<file path="src/rtl/parity_frame_rx.sv">
// Serial parity-frame receiver: start(0), DATA_W bits LSB first, parity, stop(1), with a valid/ready output.
// Optional error counter is built when PARITY_RX_ERR_CNT_EN is defined; otherwise err_cnt is tied to 0.
module parity_frame_rx #(
    parameter int DATA_W     = 8,
    parameter int ODD_PARITY = 0
) (
    input  logic              clk,
    input  logic              rst,
    input  logic              bit_en,
    input  logic              rx_in,
    output logic [DATA_W-1:0] out_data,
    output logic              out_valid,
    input  logic              out_ready,
    output logic              parity_err,
    output logic              frame_err,
    output logic              overrun,
    output logic              busy,
    output logic [7:0]        err_cnt
);

    localparam int CNT_W = $clog2(DATA_W + 1);

    typedef enum logic [1:0] {
        S_IDLE,
        S_DATA,
        S_PARITY,
        S_STOP
    } state_t;

    state_t            r_state;
    state_t            w_next;
    logic [DATA_W-1:0] r_shift;
    logic [CNT_W-1:0]  r_cnt;
    logic              r_par;
    logic              r_pbit;
    logic [DATA_W-1:0] r_out_data;
    logic              r_out_valid;
    logic              r_parity_err;
    logic              r_frame_err;
    logic              r_overrun;
    logic              w_done;
    logic              w_drop;
    logic              w_load;
    logic              w_par_err;
    logic              w_frame_err;

    function automatic logic [DATA_W-1:0] shift_in(input logic [DATA_W-1:0] s, input logic b);
        logic [DATA_W-1:0] r;
        r = s >> 1;
        r[DATA_W-1] = b;
        return r;
    endfunction

    function automatic logic parity_ok(input logic p, input logic pb);
        if (ODD_PARITY != 0) return p ^ pb;
        else                 return ~(p ^ pb);
    endfunction

    always_ff @(posedge clk) begin
        if (rst) r_state <= S_IDLE;
        else     r_state <= w_next;
    end

    always_comb begin
        w_next = r_state;
        w_done = 1'b0;
        if (bit_en) begin
            case (r_state)
                S_IDLE:   if (!rx_in) w_next = S_DATA;
                S_DATA:   if (r_cnt == CNT_W'(DATA_W - 1)) w_next = S_PARITY;
                S_PARITY: w_next = S_STOP;
                S_STOP: begin
                    w_next = S_IDLE;
                    w_done = 1'b1;
                end
                default:  w_next = S_IDLE;
            endcase
        end
    end

    assign w_par_err   = ~parity_ok(r_par, r_pbit);
    assign w_frame_err = ~rx_in;
    // A completed frame is dropped only when the held one cannot leave on this edge.
    assign w_drop      = w_done & r_out_valid & ~out_ready;
    assign w_load      = w_done & ~w_drop;

    always_ff @(posedge clk) begin
        if (rst) begin
            r_shift <= '0;
            r_cnt   <= '0;
            r_par   <= 1'b0;
            r_pbit  <= 1'b0;
        end else if (bit_en) begin
            case (r_state)
                S_IDLE: if (!rx_in) begin
                    r_cnt <= '0;
                    r_par <= 1'b0;
                end
                S_DATA: begin
                    r_shift <= shift_in(r_shift, rx_in);
                    r_par   <= r_par ^ rx_in;
                    r_cnt   <= r_cnt + CNT_W'(1);
                end
                S_PARITY: r_pbit <= rx_in;
                default: ;
            endcase
        end
    end

    always_ff @(posedge clk) begin
        if (rst) begin
            r_out_data   <= '0;
            r_out_valid  <= 1'b0;
            r_parity_err <= 1'b0;
            r_frame_err  <= 1'b0;
            r_overrun    <= 1'b0;
        end else begin
            r_overrun <= w_drop;
            if (w_load) begin
                r_out_data   <= r_shift;
                r_parity_err <= w_par_err;
                r_frame_err  <= w_frame_err;
                r_out_valid  <= 1'b1;
            end else if (r_out_valid && out_ready) begin
                r_out_valid <= 1'b0;
            end
        end
    end

`ifdef PARITY_RX_ERR_CNT_EN
    logic [7:0] r_err_cnt;

    always_ff @(posedge clk) begin
        if (rst)
            r_err_cnt <= 8'h00;
        else if (((w_load && (w_par_err || w_frame_err)) || w_drop) && r_err_cnt != 8'hFF)
            r_err_cnt <= r_err_cnt + 8'h01;
    end

    assign err_cnt = r_err_cnt;
`else
    assign err_cnt = 8'h00;
`endif

    assign out_data   = r_out_data;
    assign out_valid  = r_out_valid;
    assign parity_err = r_parity_err;
    assign frame_err  = r_frame_err;
    assign overrun    = r_overrun;
    assign busy       = (r_state != S_IDLE);

endmodule
</file>
<file path="config.mk">
export PLATFORM = sky130hd
export DESIGN_NAME = parity_frame_rx
export DESIGN_NICKNAME = d
export VERILOG_FILES = /design/src/rtl/parity_frame_rx.sv
export SDC_FILE = /design/constraint.sdc
export NUM_CORES = 1
export LEC_CHECK = 0
export CAP_MARGIN = 20
export CORE_UTILIZATION = 47
export CTS_BUF_LIST = sky130_fd_sc_hd__clkbuf_8
export CTS_CLUSTER_SIZE = 10
export DETAILED_ROUTE_END_ITERATION = 8
export GPL_TIMING_DRIVEN = 0
export PLACE_DENSITY_LB_ADDON = 0.05
export SLEW_MARGIN = 20
export SYNTH_ARGS = -nofsm -noshare
export SYNTH_HDL_FRONTEND = slang
export SYNTH_SLANG_ARGS = --single-unit
</file>
<file path="constraint.sdc">
create_clock -name clk -period 3.9 [get_ports clk]
set_input_delay 0.585 -clock clk [delete_from_list [all_inputs] [get_ports clk]]
set_output_delay 0.585 -clock clk [all_outputs]
set_load 0.05 [all_outputs]
</file>
==> qor.txt, run 1 <==
post-cts sizing count - 0
Global Route Usage Sum - 18.6%
Slew @ Worst Pin - 0.512 ns
fin crit share - 64.2%
Critical Path End - busy
global-route wire length before repair - 3.79 mm
clk_lat worst skew - 0.27 ns
H-tree depth - 1
Hold Crit Class - reg2reg
Initial DRC Count - 22
area share of xor/xnor cells in the synthesized design - 2.85%
Synth Instances - 145
delay-heaviest family, CP - buffers and inverters
post-detailed-route wirelength per cell - 11.3 um
register-to-register setup slack - 2.30 ns
R2R Path Start - r_state[0]$_SDFFE_PP0P_
setup_tns - 0 ns
vias in the first global route - 874
top sig layer - met4
average size of a mapped cell - 8.47 um^2
f_max - 0.400 GHz
Relative slew margins - 65.9%
slowest stage delay, CP - 0.79 ns
remaining global-route overflow - 0
R2R cell count - 6
synthesized area - 1230 um^2
Max stage delay cell, worst path - clkdlybuf4s50_1
clk slew on worst S/H paths - 0.09 ns
Hold-fix buffers, CTS - 0
Seq cells post-synth - 28
GP Congestion - 0.760
Routed WL - 2.27 mm
IO buf count - 15
reg2reg end - r_state[1]$_SDFFE_PP0P_
CP Data Arrival Time - 1.92 ns
# Post-CTS Setup Buffers - 0
synth warn - 0
drt via density - 4.95
Worst setup EP type - output port
RSZ-0062 raised after global routing - false
CP Max Fanout - 6
Setup crit start kind - register
hold depth - 2
CTS root buf - clkbuf_8
worst hold slack - 0.457 ns
Die H - 53.1 um
Initial Utilization - 49.5%
Worst VDD drop - 0.274 mV
IO Pins - 26
largest family of logic cells by synthesized area - simple AND/OR/NAND/NOR gates
Routed met1 length - 1.08 mm
CTS sink cnt - 28
clk_skew - 0.00136 ns
outcome - finished clean
adder-cell area share of the yosys netlist - 5.10%
multiplexer share of the synthesized area - 0.815%
n_diodes - 0
Leak - 0.562 nW
min Tclk post-route - 2.50 ns
sequential element share of the synthesized area - 45.7%
Setup violations, final - 0
via count - 995
clock tree buffer depth - 2
Post-DP HPWL - 1.62 mm
number of cell rows - 18
CP Class - reg2out
CORE AREA - 2480 um^2
CTS Buf Count - 3
met3 WL - 133 um
Pre-antenna DRT Iters - 4
initial antenna violation count - 0
Final ANT Viol Nets - 0
Most common cell on crit path - inv_1
Die X - 53.1 um
Req. time, crit path - 3.31 ns
Synth Area in Simple Gates - 21.4%
CTS tree - yes
met2 WL post-DR - 1.03 mm
Netlist cell types - 28
Layout Nets - 182
Slew Viols, Final - 0
cell chain of the critical path - inv_1, ha_1, inv_1, clkdlybuf4s50_1
fraction of layout instances using a drive strength above 1 - 11.1%
Final Non-Filler Cells - 201
worst path bufs/invs - 3
Placed Instances - 197
largest net degree at the start of global routing - 17
Power Dens Cells - 396 nW/um^2
area grow syn2layout - 23.2%
worst setup path startpoint - r_state[0]$_SDFFE_PP0P_
DRC viols - 0
Final Hold Viols - 0
cell count along the critical path - 4
Max-Cap Viols - 0
die area - 2820 um^2
Synth Area in Compound Gates - 15.3%
worst min-delay path, cell delays in order, from the launching register on:
cell and delay [ns]:
dfxtp_1 0.32, nand2_1 0.05, a21oi_1 0.05
final cells by class:
class | count | area, um^2
flip-flops and latches | 28 | 561
repair buffers | 15 | 150
inverters | 3 | 11.3
plain buffers | 15 | 93.8
clock buffers | 3 | 41.3
well taps | 30 | 37.5
fillers | 247 | 965
multi-input cells | 106 | 588
clock inverters | 1 | 30.0
where the power goes:
part,switching [W],internal (W),total [W]
Clock,0.0000864,0.000137,0.000224
Sequential,0.00000360,0.000289,0.000293
Combinational,0.0000560,0.0000263,0.0000824
cells by family after synthesis:
logic type / count (synthesis)
and+or+nand+nor: 59
AOI/OAI and AO/OA: 29
DFF: 28
buffers and inverters: 18
adders and majority gates: 5
xor gates and xnor gates: 4
other: 1
muxes: 1
routing by layer:
metal	up-vias	track usage, %
li1	516	-
met1	445	24.0
met2	30	31.2
met3	4	2.59
met4	0	6.58
met5	-	0
cells in the final DEF, fill, tap and decap left out, types with 3 or more instances in the layout:
cell type / synthesis / routed
clkbuf_8: 0 / 3
nor2_1: 9 / 9
ha_1: 5 / 5
clkbuf_1: 5 / 5
nand2_1: 30 / 30
clkdlybuf4s50_1: 0 / 15
dfxtp_1: 28 / 28
nand3_1: 11 / 11
a21oi_1: 20 / 20
buf_4: 10 / 10
conb_1: 1 / 8
xor2_1: 3 / 3
inv_1: 3 / 3
cell usage after synthesis (all sizes together):
cell	n	area, um^2
a211oi	2	20.0
a21boi	2	30.0
a21oi	20	100
a31o	1	8.76
a32oi	1	8.76
and2b	1	7.51
and3	1	6.26
buf	10	75.1
clkbuf	5	18.8
conb	1	3.75
dfxtp	28	561
ha	5	62.6
inv	3	11.3
mux2i	1	10.0
nand2	30	113
nand2b	2	12.5
nand3	11	55.1
nand3b	2	15.0
nor2	9	33.8
nor2b	2	15.0
nor3	1	5.00
o211ai	2	15.0
o21ai	1	5.00
xnor2	1	8.76
xor2	3	26.3
state kept, by name, summed over array words and instances (netlist names):
| name | count |
|---|---|
| r_state | 2 |
| r_par | 1 |
| overrun | 1 |
| r_shift | 8 |
| out_data | 8 |
| r_pbit | 1 |
| parity_err | 1 |
| frame_err | 1 |
| r_cnt | 4 |
| out_valid | 1 |
how the worst min path moves through the flow:
stage / from / end / slack [ns]
2_1_floorplan: r_shift[0]$_SDFFE_PP0P_ / out_data[0]$_SDFFE_PP0P_ / 0.43
3_3_place_gp: frame_err$_SDFFE_PP0P_ / frame_err$_SDFFE_PP0P_ / 0.44
3_5_place_dp: out_data[6]$_SDFFE_PP0P_ / out_data[6]$_SDFFE_PP0P_ / 0.45
4_1_cts: out_data[6]$_SDFFE_PP0P_ / out_data[6]$_SDFFE_PP0P_ / 0.46
5_1_grt: out_data[1]$_SDFFE_PP0P_ / out_data[1]$_SDFFE_PP0P_ / 0.49
6_report: out_data[5]$_SDFFE_PP0P_ / out_data[5]$_SDFFE_PP0P_ / 0.46
metrics by stage:
step	cell area, um^2	setup WS [ns]	power, W	utilization [%]
CTS	1510	1.39	0.000606	61.1
detailed placement	1440	1.72	0.000381	58.2
global placement	1440	1.75	0.000380	58.2
floorplan	1250	2.33	0.000365	-
finish	1510	1.40	0.000599	61.1
global route	1510	1.31	0.000626	61.1
Power figures use the tool's default switching activity.
==> inputs of run 2 (changes only) <==
clock period = 2.11 ns   (was 3.9 ns; I/O delays follow)
==> run 2 against run 1 <==
  * Clock-buffer cell count did not move
  * Power up 84%
  * Critical path type unchanged
  * Sequential share of layout area barely moved
  * Register-to-register slack worse by 1.8 ns
  * Clock skew is essentially flat
  * Cell area barely moved
  * Highest routed layer unchanged
  * Via count did not move
==> qor.txt, run 2 (synthesis results as in run 1) <==
Slew @ Worst Pin - 0.512 ns
outcome - finished clean
number of cell rows - 18
remaining global-route overflow - 0
CP Class - reg2out
clk_lat worst skew - 0.27 ns
Post-DP HPWL - 1.62 mm
CTS sink cnt - 28
f_max - 0.511 GHz
most frequent cells in the layout - 30 x nand2_1, 28 x dfxtp_1, 20 x a21oi_1, 14 x clkdlybuf4s50_1, 11 x nand3_1
clock tree buffer depth - 2
CTS tree - yes
sw frac - 24.4%
Leak - 0.565 nW
via count - 995
min Tclk post-route - 1.96 ns
commonest non-fill, non-tap cell in the layout - nand2_1
met3 WL - 133 um
Worst setup EP type - output port
met2 WL post-DR - 1.03 mm
CTS root buf - clkbuf_8
Global Route Usage Sum - 18.6%
clk_skew - 0.00136 ns
Slew Viols, Final - 0
IO Pins - 26
global-route wire length before repair - 3.79 mm
Max-Cap Viols - 0
cell internal pwr - 0.000835 W
worst hold slack - 0.402 ns
Die H - 53.1 um
Setup violations, final - 0
worst setup margin - 0.155 ns
Initial DRC Count - 22
RSZ-0062 raised after global routing - false
n_diodes - 0
Initial Utilization - 49.5%
clk slew on worst S/H paths - 0.09 ns
setup_tns - 0 ns
IO buf count - 15
Pwr Total - 0.00110 W
Layout Nets - 182
area grow syn2layout - 23.1%
H-tree depth - 1
Routed met1 length - 1.08 mm
clock share of power - 37.4%
Worst VDD drop - 0.503 mV
initial antenna violation count - 0
GP Congestion - 0.760
Seq pwr share - 49.0%
Hold Crit Class - in2reg
drt via density - 4.95
DRC viols - 0
Final ANT Viol Nets - 0
net switching power - 0.000270 W
top sig layer - met4
die area - 2820 um^2
Setup crit start kind - register
register-to-register setup slack - 0.51 ns
Power Dens Cells - 731 nW/um^2
Pre-antenna DRT Iters - 4
CP Max Fanout - 6
CORE AREA - 2480 um^2
fraction of layout instances using a drive strength above 1 - 11.1%
CTS Buf Count - 3
CP Data Arrival Time - 1.64 ns
logic gate share of total power - 13.6%
Final Hold Viols - 0
fin crit share - 92.7%
post-detailed-route wirelength per cell - 11.3 um
Place WS - 0.196 ns
largest net degree at the start of global routing - 17
vias in the first global route - 874
Req. time, crit path - 1.79 ns
Routed WL - 2.27 mm
Relative slew margins - 65.9%
Die X - 53.1 um
run 2: through the flow:
step	util [%]	area, um^2	instances
after CTS	61.0	1510	201
final	61.0	1510	201
after detailed placement	58.2	1440	197
after global placement	58.2	1440	197
after floorplan	-	1250	152
after global routing	61.0	1510	201
run 2: final timing paths:
check / from / end / cells past startpoint
worst max-delay path: r_state[0]$_SDFFE_PP0P_ / busy / 4
worst min-delay path: bit_en / overrun$_SDFF_PP0_ / 3
worst max register to register: r_state[0]$_SDFFE_PP0P_ / r_state[1]$_SDFFE_PP0P_ / 6
worst min register to register: out_data[5]$_SDFFE_PP0P_ / out_data[5]$_SDFFE_PP0P_ / 2
run 2: area by class of cell:
cell class	count	area [um^2]
Buffer	15	93.8
Clock buffer	3	41.3
Clock inverter	1	30.0
Fill cell	246	966
Inverter	3	11.3
Multi-Input combinational cell	106	588
Sequential cell	28	561
Tap cell	30	37.5
Timing Repair Buffer	15	149
run 2: what timing repair did:
action,CTS,global route
endpoints found under the setup margin,1,0
hold buffers,0,0
buffers inserted,0,0
gates resized for setup,1,0
run 2: worst max-delay path, stage by stage, from the launching register on:
cell and delay (ns):
dfxtp_1 0.42, inv_1 0.08, ha_1 0.28, inv_1 0.08, dlygate4sd2_1 0.52
run 2: power by group through the flow:
stage	clock network (W)	registers [W]	logic, W
global route	0.000447	0.000543	0.000165
global placement	0	0.000553	0.000150
CTS	0.000427	0.000541	0.000150
floorplan	0	0.000553	0.000122
detailed placement	0	0.000554	0.000151
finish	0.000414	0.000541	0.000150
run 2: per-layer routing:
layer  vias to the layer above  GRT usage (%)
li1                        516              -
met1                       445           24.0
met2                        30           31.2
met3                         4           2.59
met4                         0           6.58
met5                         -              0
